<file path="config.mk">
export PLATFORM = sky130hd
export DESIGN_NAME = wptr_and_full_async
export DESIGN_NICKNAME = d
export VERILOG_FILES = /design/src/rtl/fifo_async_pkg.sv /design/src/rtl/sync_2ff.sv /design/src/rtl/wptr_and_full_async.sv
export SDC_FILE = /design/constraint.sdc
export NUM_CORES = 1
export LEC_CHECK = 0
export BUFFER_PORTS_ARGS = -buffer_cell sky130_fd_sc_hd__buf_2
export CORE_MARGIN = 3
export CORE_UTILIZATION = 53
export DETAILED_ROUTE_END_ITERATION = 16
export GPL_TIMING_DRIVEN = 0
export HOLD_SLACK_MARGIN = 0.02
export PLACE_DENSITY = 0.79
export RECOVER_POWER = 100
export SLEW_MARGIN = 15
export SYNTH_ARGS = -nofsm -noshare
export SYNTH_HDL_FRONTEND = slang
export SYNTH_SLANG_ARGS = --single-unit
</file>
<file path="constraint.sdc">
create_clock -name clk_w -period 6.5 [get_ports clk_w]
set_clock_uncertainty 0.2 [all_clocks]
set_input_delay 1.3 -clock clk_w [delete_from_list [all_inputs] [get_ports clk_w]]
set_output_delay 1.3 -clock clk_w [all_outputs]
set_load 0.02 [all_outputs]
</file>
<file path="src/rtl/fifo_async_pkg.sv">
// fifo_async_pkg: pointer-width and Gray-code helpers shared by both FIFO clock domains
package fifo_async_pkg;

    localparam int PTR_MAX = 32;

    function automatic int ptr_width(input int depth);
        return $clog2(depth) + 1;
    endfunction

    function automatic logic [PTR_MAX-1:0] bin2gray(input logic [PTR_MAX-1:0] b);
        return b ^ (b >> 1);
    endfunction

    function automatic logic [PTR_MAX-1:0] gray2bin(input logic [PTR_MAX-1:0] g);
        logic [PTR_MAX-1:0] b;
        b[PTR_MAX-1] = g[PTR_MAX-1];
        for (int i = PTR_MAX - 2; i >= 0; i--) b[i] = b[i+1] ^ g[i];
        return b;
    endfunction

endpackage

</file>
<file path="src/rtl/sync_2ff.sv">
// sync_2ff: two-flop synchronizer bringing a Gray pointer into the local clock domain
module sync_2ff #(
    parameter int W = 1
) (
    input  logic         clk_r,
    input  logic         rst_r,
    input  logic [W-1:0] d,
    output logic [W-1:0] q
);

    logic [W-1:0] sync1;

    // first flop may go metastable; second flop gives it a full cycle to settle
    always_ff @(posedge clk_r) begin
        if (rst_r) begin
            sync1 <= '0;
            q     <= '0;
        end else begin
            sync1 <= d;
            q     <= sync1;
        end
    end

endmodule

</file>
<file path="src/rtl/wptr_and_full_async.sv">
// wptr_and_full_async: write-side pointer, full/almost-full flags and fill level of an async FIFO
module wptr_and_full_async
    import fifo_async_pkg::*;
#(
    parameter  int width        = 32,
    parameter  int depth        = 1024,
    parameter  int afull_margin = 4,
    localparam int A            = $clog2(depth),
    localparam int P            = ptr_width(depth)
) (
    input  logic         clk_w,
    input  logic         rst_w,
    input  logic         write_enable,
    input  logic [P-1:0] rptr_gray,
    output logic [P-1:0] wptr,
    output logic [P-1:0] wptr_gray,
    output logic         wr_en,
    output logic         full,
    output logic         almost_full,
    output logic [P-1:0] fill_level,
    output logic         overflow
);

    if (width < 1) begin : g_bad_width
        $error("width must be at least 1");
    end
    if (depth < 2 || (depth & (depth - 1)) != 0) begin : g_bad_depth
        $error("depth must be a power of two");
    end
    if (afull_margin < 1 || afull_margin >= depth) begin : g_bad_margin
        $error("afull_margin must be in 1..depth-1");
    end

    logic [P-1:0] sync2;
    logic [P-1:0] rptr_bin_sync;
    logic [P-1:0] wptr_next;
    logic [P-1:0] free_slots;

    sync_2ff #(.W(P)) u_rptr_sync (
        .clk_r (clk_w),
        .rst_r (rst_w),
        .d     (rptr_gray),
        .q     (sync2)
    );

    // flags derive only from the synchronized read pointer, so they lag reads and stay pessimistic
    always_comb begin
        rptr_bin_sync = P'(gray2bin(PTR_MAX'(sync2)));
        full          = (wptr[P-1] != rptr_bin_sync[P-1]) && (wptr[A-1:0] == rptr_bin_sync[A-1:0]);
        wr_en         = write_enable && !full;
        wptr_next     = wptr + P'(wr_en);
        fill_level    = wptr - rptr_bin_sync;
        free_slots    = P'(depth) - fill_level;
        almost_full   = full || (free_slots <= P'(afull_margin));
    end

    // Gray pointer is registered from the next binary value so it never glitches on the crossing
    always_ff @(posedge clk_w) begin
        if (rst_w) begin
            wptr      <= '0;
            wptr_gray <= '0;
            overflow  <= 1'b0;
        end else begin
            wptr      <= wptr_next;
            wptr_gray <= P'(bin2gray(PTR_MAX'(wptr_next)));
            overflow  <= overflow | (write_enable & full);
        end
    end

endmodule

</file>
## Word level (Yosys, flattened, before mapping)

Index checks and enable logic that the tools add are counted.

| operators by class | value |
|---|---|
| $add $sub $neg | 3 |
| multiply operators | 0 |
| divide/modulo/power cells | 0 |
| $lt $le $gt $ge | 1 |
| equality and inequality tests | 2 |
| shift-type cells | 0 |
| muxes and demuxes | 0 |
| bitwise gates (word level) | 13 |
| reduce and logical (&&, ||, !) cells | 4 |

Operators with widths:

| cell | count |
|---|---|
| $add 11x1->11 | 1 |
| $le 11x3->1 const B | 1 |
| $sub 11x11->11 | 1 |
| $sub 11x11->11 const A | 1 |
| $xor 11x10->11 | 1 |
| $eq 10x10->1 | 1 |
| $xor 1x1->1 | 10 |
| $logic_and 1x1->1 | 2 |
| $and 1x1->1 | 1 |
| $logic_not 1->1 | 1 |
| $logic_or 1x1->1 | 1 |
| $ne 1x1->1 | 1 |
| $or 1x1->1 | 1 |

| storage, ports and cells | value |
|---|---|
| register bits | 45 |
| latch bits | 0 |
| bits in writable memories | 0 |
| ROM bits | 0 |
| bits of input ports | 14 |
| word-level logic and storage cells | 28 |
| memories | 0 |

## Longest topological paths before layout

| depth | value |
|---|---|
| depth after elaboration | 16 |
| depth in mapped cells | 20 |

## Hierarchy

Synthesis repeated with hierarchy kept, for this count alone.

| second synthesis, totals | value |
|---|---|
| cells, all modules | 228 |
| area, all modules | 2229.6 µm² |

Modules (own cells, without submodules):

| module | times used | cells each | area an instance (µm²) |
|---|---|---|---|
| wptr_and_full_async | 1 | 182 | 1589.0 |
| sync_2ff | 1 | 46 | 640.6 |

## Worst setup path before layout

Ideal clock, no wire load.

| timing path | value |
|---|---|
| kind | flip-flop to output port |
| start | register u_rptr_sync.q[9] |
| end | output port almost_full |
| data arrival time | 4334 ps |
| setup slack | 666 ps |
| stages on the path, launching flop included | 16 |
| path buffers | 0 |
| cell sequence | dfxtp_1 -> xnor3_2 -> xor2_2 -> xor2_2 -> xor2_2 -> xor3_2 -> xor2_4 -> xor2_1 -> ha_1 -> nor2b_1 -> o21bai_1 -> nand2_1 -> a211oi_1 -> nand2_1 -> or4_1 -> o211ai_1 |

| on the way | value |
|---|---|
| cells in the longest elaborated chain, start to end | 14 |

RTL lines:

| item | RTL line | RTL |
|---|---|---|
| start: declaration | sync_2ff.sv:8 | `output logic [W-1:0] q` |
| start signal: assignment | sync_2ff.sv:20 | `q <= sync1;` |
| $xor 1x1->1 (*) (3 in series) | fifo_async_pkg.sv:17 | `for (int i = PTR_MAX - 2; i >= 0; i--) b[i] = b[i+1] ^ g[i];` |
| $xor 1x1->1 (7 in series) | fifo_async_pkg.sv:17 |  |
| $sub 11x11->11 (*) | wptr_and_full_async.sv:52 | `fill_level = wptr - rptr_bin_sync;` |
| via fill_level[7] | wptr_and_full_async.sv:20 | `output logic [P-1:0] fill_level,` |
| $sub 11x11->11 (*) | wptr_and_full_async.sv:53 | `free_slots = P'(depth) - fill_level;` |
| $le 11x3->1 (*) | wptr_and_full_async.sv:54 | `almost_full = full \|\| (free_slots <= P'(afull_margin));` |
| $logic_or 1x1->1 (*) | wptr_and_full_async.sv:54 |  |
| end: declaration | wptr_and_full_async.sv:19 | `output logic almost_full,` |

The timed path passes the listed nets; every way through them passes the cells marked *.

## Worst setup path after layout

| timing path | value |
|---|---|
| start | register u_rptr_sync.q[8] |
| end | output port almost_full |

| on the way | value |
|---|---|
| cells in the longest elaborated chain, start to end | 13 |

RTL lines:

| item | RTL line |
|---|---|
| $xor 1x1->1 (*) | fifo_async_pkg.sv:17 |
| $xor 1x1->1 (8 in series) | fifo_async_pkg.sv:17 |
| $sub 11x11->11 | wptr_and_full_async.sv:52 |
| $sub 11x11->11 | wptr_and_full_async.sv:53 |
| $le 11x3->1 | wptr_and_full_async.sv:54 |
| $logic_or 1x1->1 (*) | wptr_and_full_async.sv:54 |

Mark *: on every way between the ends. The rest lies on a longest branch, timed or not.

==> results.md <==
- Deepest level of the CTS H-tree: 2
- TritonCTS buffer count: 5
- Number of buffer and inverter instances along the worst setup path: 1
- Vias in the first global route: 1,615
- Relative area change from synthesis to final layout: 22.7%
- Share of layout cells above drive strength 1: 0.189
- DP Wirelength: between 3000 and 4000 µm
- Number of cells in the design after placement: approximately 330
- Post-Synthesis Mean Instance Area: between 9 and 10 µm²
- Worst stage delay on the critical path: 500 ps
- Power Total: approximately 770 µW
- Mapped Cells: around 230
- Count of flip-flops with a built-in enable after synthesis: 0
- Via/cell ratio: between 5 and 6
- Global route total overflow: 0
- Share of the cycle needed by the critical path after routing: 0.971
- Share of Yosys cell area claimed by the top area cell type: 0.401
- Detailed-route via count: 1,759
- Post-CTS clock slew at the launch and capture registers of the worst setup and hold paths: 90 ps
- TritonCTS clock tree: yes
- Number of failing hold endpoints at the final stage: 0
- Global-route usage over all layers: 0.181
- Clock root buffer: clkbuf_8
- DRT Wirelength: around 4600 µm
- Run status: finished, final reports clean
- Gate family responsible for the most delay along the worst path: XOR/XNOR gates
- Lkg Pwr: about 0.0012 µW
- Post-synthesis net count: 258
- Number of distinct library cell variants in the gate-level netlist after synthesis: 40
- Number of max-cap violations: 0
- Site Rows: 22
- Initial Utilization: 0.574
- Post-route DRC: 0
- Antenna Violating Nets Remaining: 0
- Critical-path cell list: xnor3_2 -> xor2_4 -> xor2_4 -> xor2_2 -> xor3_2 -> xor2_4 -> xnor2_2 -> ha_2 -> fa_2 -> nor2b_1 -> o21a_1 -> o21a_1 -> or3_1 -> a22o_1 -> or4_1 -> o211ai_1 -> buf_4
- Chip height: 70.4 µm
- HP Class: flop to flop
- Biggest area contributors in the synthesized netlist: dfxtp_1 40%, nor2b_1 8.0%, ha_1 6.8%
- Pin count of the biggest net entering global routing: 16
- Least-Margin Pin Slew: approximately 660 ps
- Number of port buffers: 49
- Largest fanout on the critical path: 4
- Share of the yosys chip area belonging to registers: 0.401
- Flops & latches, synth: between 40 and 50
- Average detailed-routed wire length per instance: around 13 µm
- Num Clock Sinks: 44
- Total of fill cells in the finished design: about 320
- Chip width: ~70 µm
- Syn Std Cell Area: between 0.002 and 0.0025 mm²
- # setup viols final: 0
- Count of routing violations after the opening detailed-route iteration: 90
- Number of buffers inserted for hold repair after clock tree synthesis: 0
- Top-level I/O count: 51
- Worst-case clock buffer depth: 2
- Power per cell area: 286 mW/mm²
- Type of destination of the critical path: output port
- Nets@finish: ~320
- Gp weighted congestion: ~0.84
- Number of synthesis warnings: 0
- Clock insertion delay at the later pin of the skew report: roughly 300 ps
- Critical path class: flop to output port
- Max-slew headroom: 0.558
- Most frequently used flop master after synthesis: dfxtp_1
- Cell with the largest stage delay on the worst path: or4_1
- Arrival time at the worst endpoint: between 4000 and 5000 ps
- Peak supply drop: roughly 0.20 mV
- First-pass GRT wire length: between 7000 and 8000 µm
- Min Clock Period, post-route: ~6300 ps
- CP startpoint kind: flop
- Share of synthesized flip-flops with an asynchronous set or reset: 0
- Achievable frequency: 158 MHz
- Number of pins with negative max-slew slack in the final report: 0
- Placeable core region: 0.00383 mm²
- Area leader, netlist: dfxtp_1
- Antenna violations before repair: 0
- Number of diodes added for antenna fixing: 0
- Critical path required time: 5000 ps
- DR pass1 iterations: 4
- Post-Layout Cell Count: 344
- Total Die Area: about 0.005 mm²
- Most used cell along the critical path: xor2_4
cells by family after synthesis:
| group | count (synthesis) | synth area share |
|---|---|---|
| muxes | 1 | 0.00513 |
| DFF | 44 | 0.401 |
| and+or+nand+nor | 93 | 0.218 |
| buffers and inverters | 15 | 0.0274 |
| xor gates and xnor gates | 35 | 0.173 |
| adders and majority gates | 13 | 0.0775 |
| AOI/OAI and AO/OA | 30 | 0.0980 |
state kept, by name, indices dropped and copies added, names as in the netlist:
register	cells
wptr_gray	10
wptr	11
u_rptr_sync.q	11
u_rptr_sync.sync1	11
overflow	1
report_power, final:
part / internal, µW / switching (µW)
sequential: 279 / 5.80
clock: 116 / 100
combinational: 114 / 156
synth_stat cells, types with 2 or more instances:
library cell,instances
o21ai_0,4
o211a_1,2
dfxtp_1,44
a21oi_1,5
nor2b_1,28
clkbuf_1,7
nand2b_1,2
ha_1,12
nor2_1,26
a211oi_1,2
o21a_1,5
nor3_1,7
xor2_2,3
a21o_1,2
nand2_1,9
nand3_1,6
inv_1,7
o2111ai_1,3
nand4_1,6
xor2_1,12
and3_1,4
xnor2_1,17
through the flow:
step	utilization	hold slack [ps]	TNS (ps)	setup slack, ps	area, µm²
floorplan	-	214	0	666	2200
global placement	0.654	219	0	381	2500
detailed placement	0.654	225	0	296	2500
CTS	0.686	243	0	48.4	2620
global route	0.704	263	-76.0	-76.0	2690
finish	0.704	242	0	186	2690
metal layers:
| metal | up-vias | global-route usage | routed length (µm) |
|---|---|---|---|
| li1 | 914 | - | - |
| met4 | 0 | 0.0553 | 38 |
| met1 | 792 | 0.221 | 2010 |
| met5 | - | 0 | 0 |
| met2 | 47 | 0.307 | 2280 |
| met3 | 6 | 0.0489 | 250 |
placed cells by master, fill, tap and decap left out, drive strengths merged:
cell	n
a211o	1
a211oi	2
a21o	2
a21oi	5
a22o	1
a22oi	1
and2	1
and3	4
buf	35
bufinv	1
clkbuf	35
clkinvlp	1
dfxtp	44
fa	1
ha	12
inv	8
mux2	1
nand2	9
nand2b	2
nand3	6
nand4	6
nor2	26
nor2b	28
nor3	7
nor4	1
o2111ai	3
o211a	2
o211ai	1
o21a	5
o21ai	4
o21bai	1
o221ai	1
o31ai	1
or2	1
or3	1
or4	1
xnor2	17
xnor3	1
xor2	16
xor3	1
cell type report:
| class | instances | area [µm²] | area share |
|---|---|---|---|
| Clock inverter | 3 | 46.3 | 0.0172 |
| Clock buffer | 5 | 68.8 | 0.0255 |
| Tap cell | 48 | 60.1 | 0.0223 |
| Buffer | 8 | 33.8 | 0.0125 |
| Sequential cell | 44 | 882 | 0.327 |
| Multi-Input combinational cell | 172 | 1300 | 0.482 |
| Timing Repair Buffer | 57 | 279 | 0.104 |
| Inverter | 7 | 26.3 | 0.00975 |
worst register-to-register path: stages, from the launching register on:
cell and delay (ps):
dfxtp_1 330, xnor3_2 470, xor2_4 240, xor2_4 190
xor2_2 190, xor3_2 420, xor2_4 190, buf_4 160
xor2_1 140, ha_1 290, nand4_1 90, nor3_1 560
nor2b_1 180, ha_1 270, ha_1 260, nand3_1 140
nor2_1 80, and3_1 210, xnor2_1 320, xnor2_1 160
nor2_1 50
timing repair:
item / 4_1_cts / 5_1_grt
pin swaps: 1 / 8
endpoints found under the hold margin: 0 / 0
buffers inserted: 1 / 7
endpoints found under the setup margin: 1 / 1
resized for setup: 0 / 8
worst paths after layout:
path	start	endpoint	slack (ps)	cells past startpoint
max	u_rptr_sync.q[8]$_SDFF_PP0_	almost_full	190	17
min	u_rptr_sync.sync1[3]$_SDFF_PP0_	u_rptr_sync.q[3]$_SDFF_PP0_	240	1
max reg2reg	u_rptr_sync.q[8]$_SDFF_PP0_	wptr_gray[7]$_SDFF_PP0_	1240	20
min reg2reg	u_rptr_sync.sync1[3]$_SDFF_PP0_	u_rptr_sync.q[3]$_SDFF_PP0_	240	1
(Power assumes the default switching activity.)
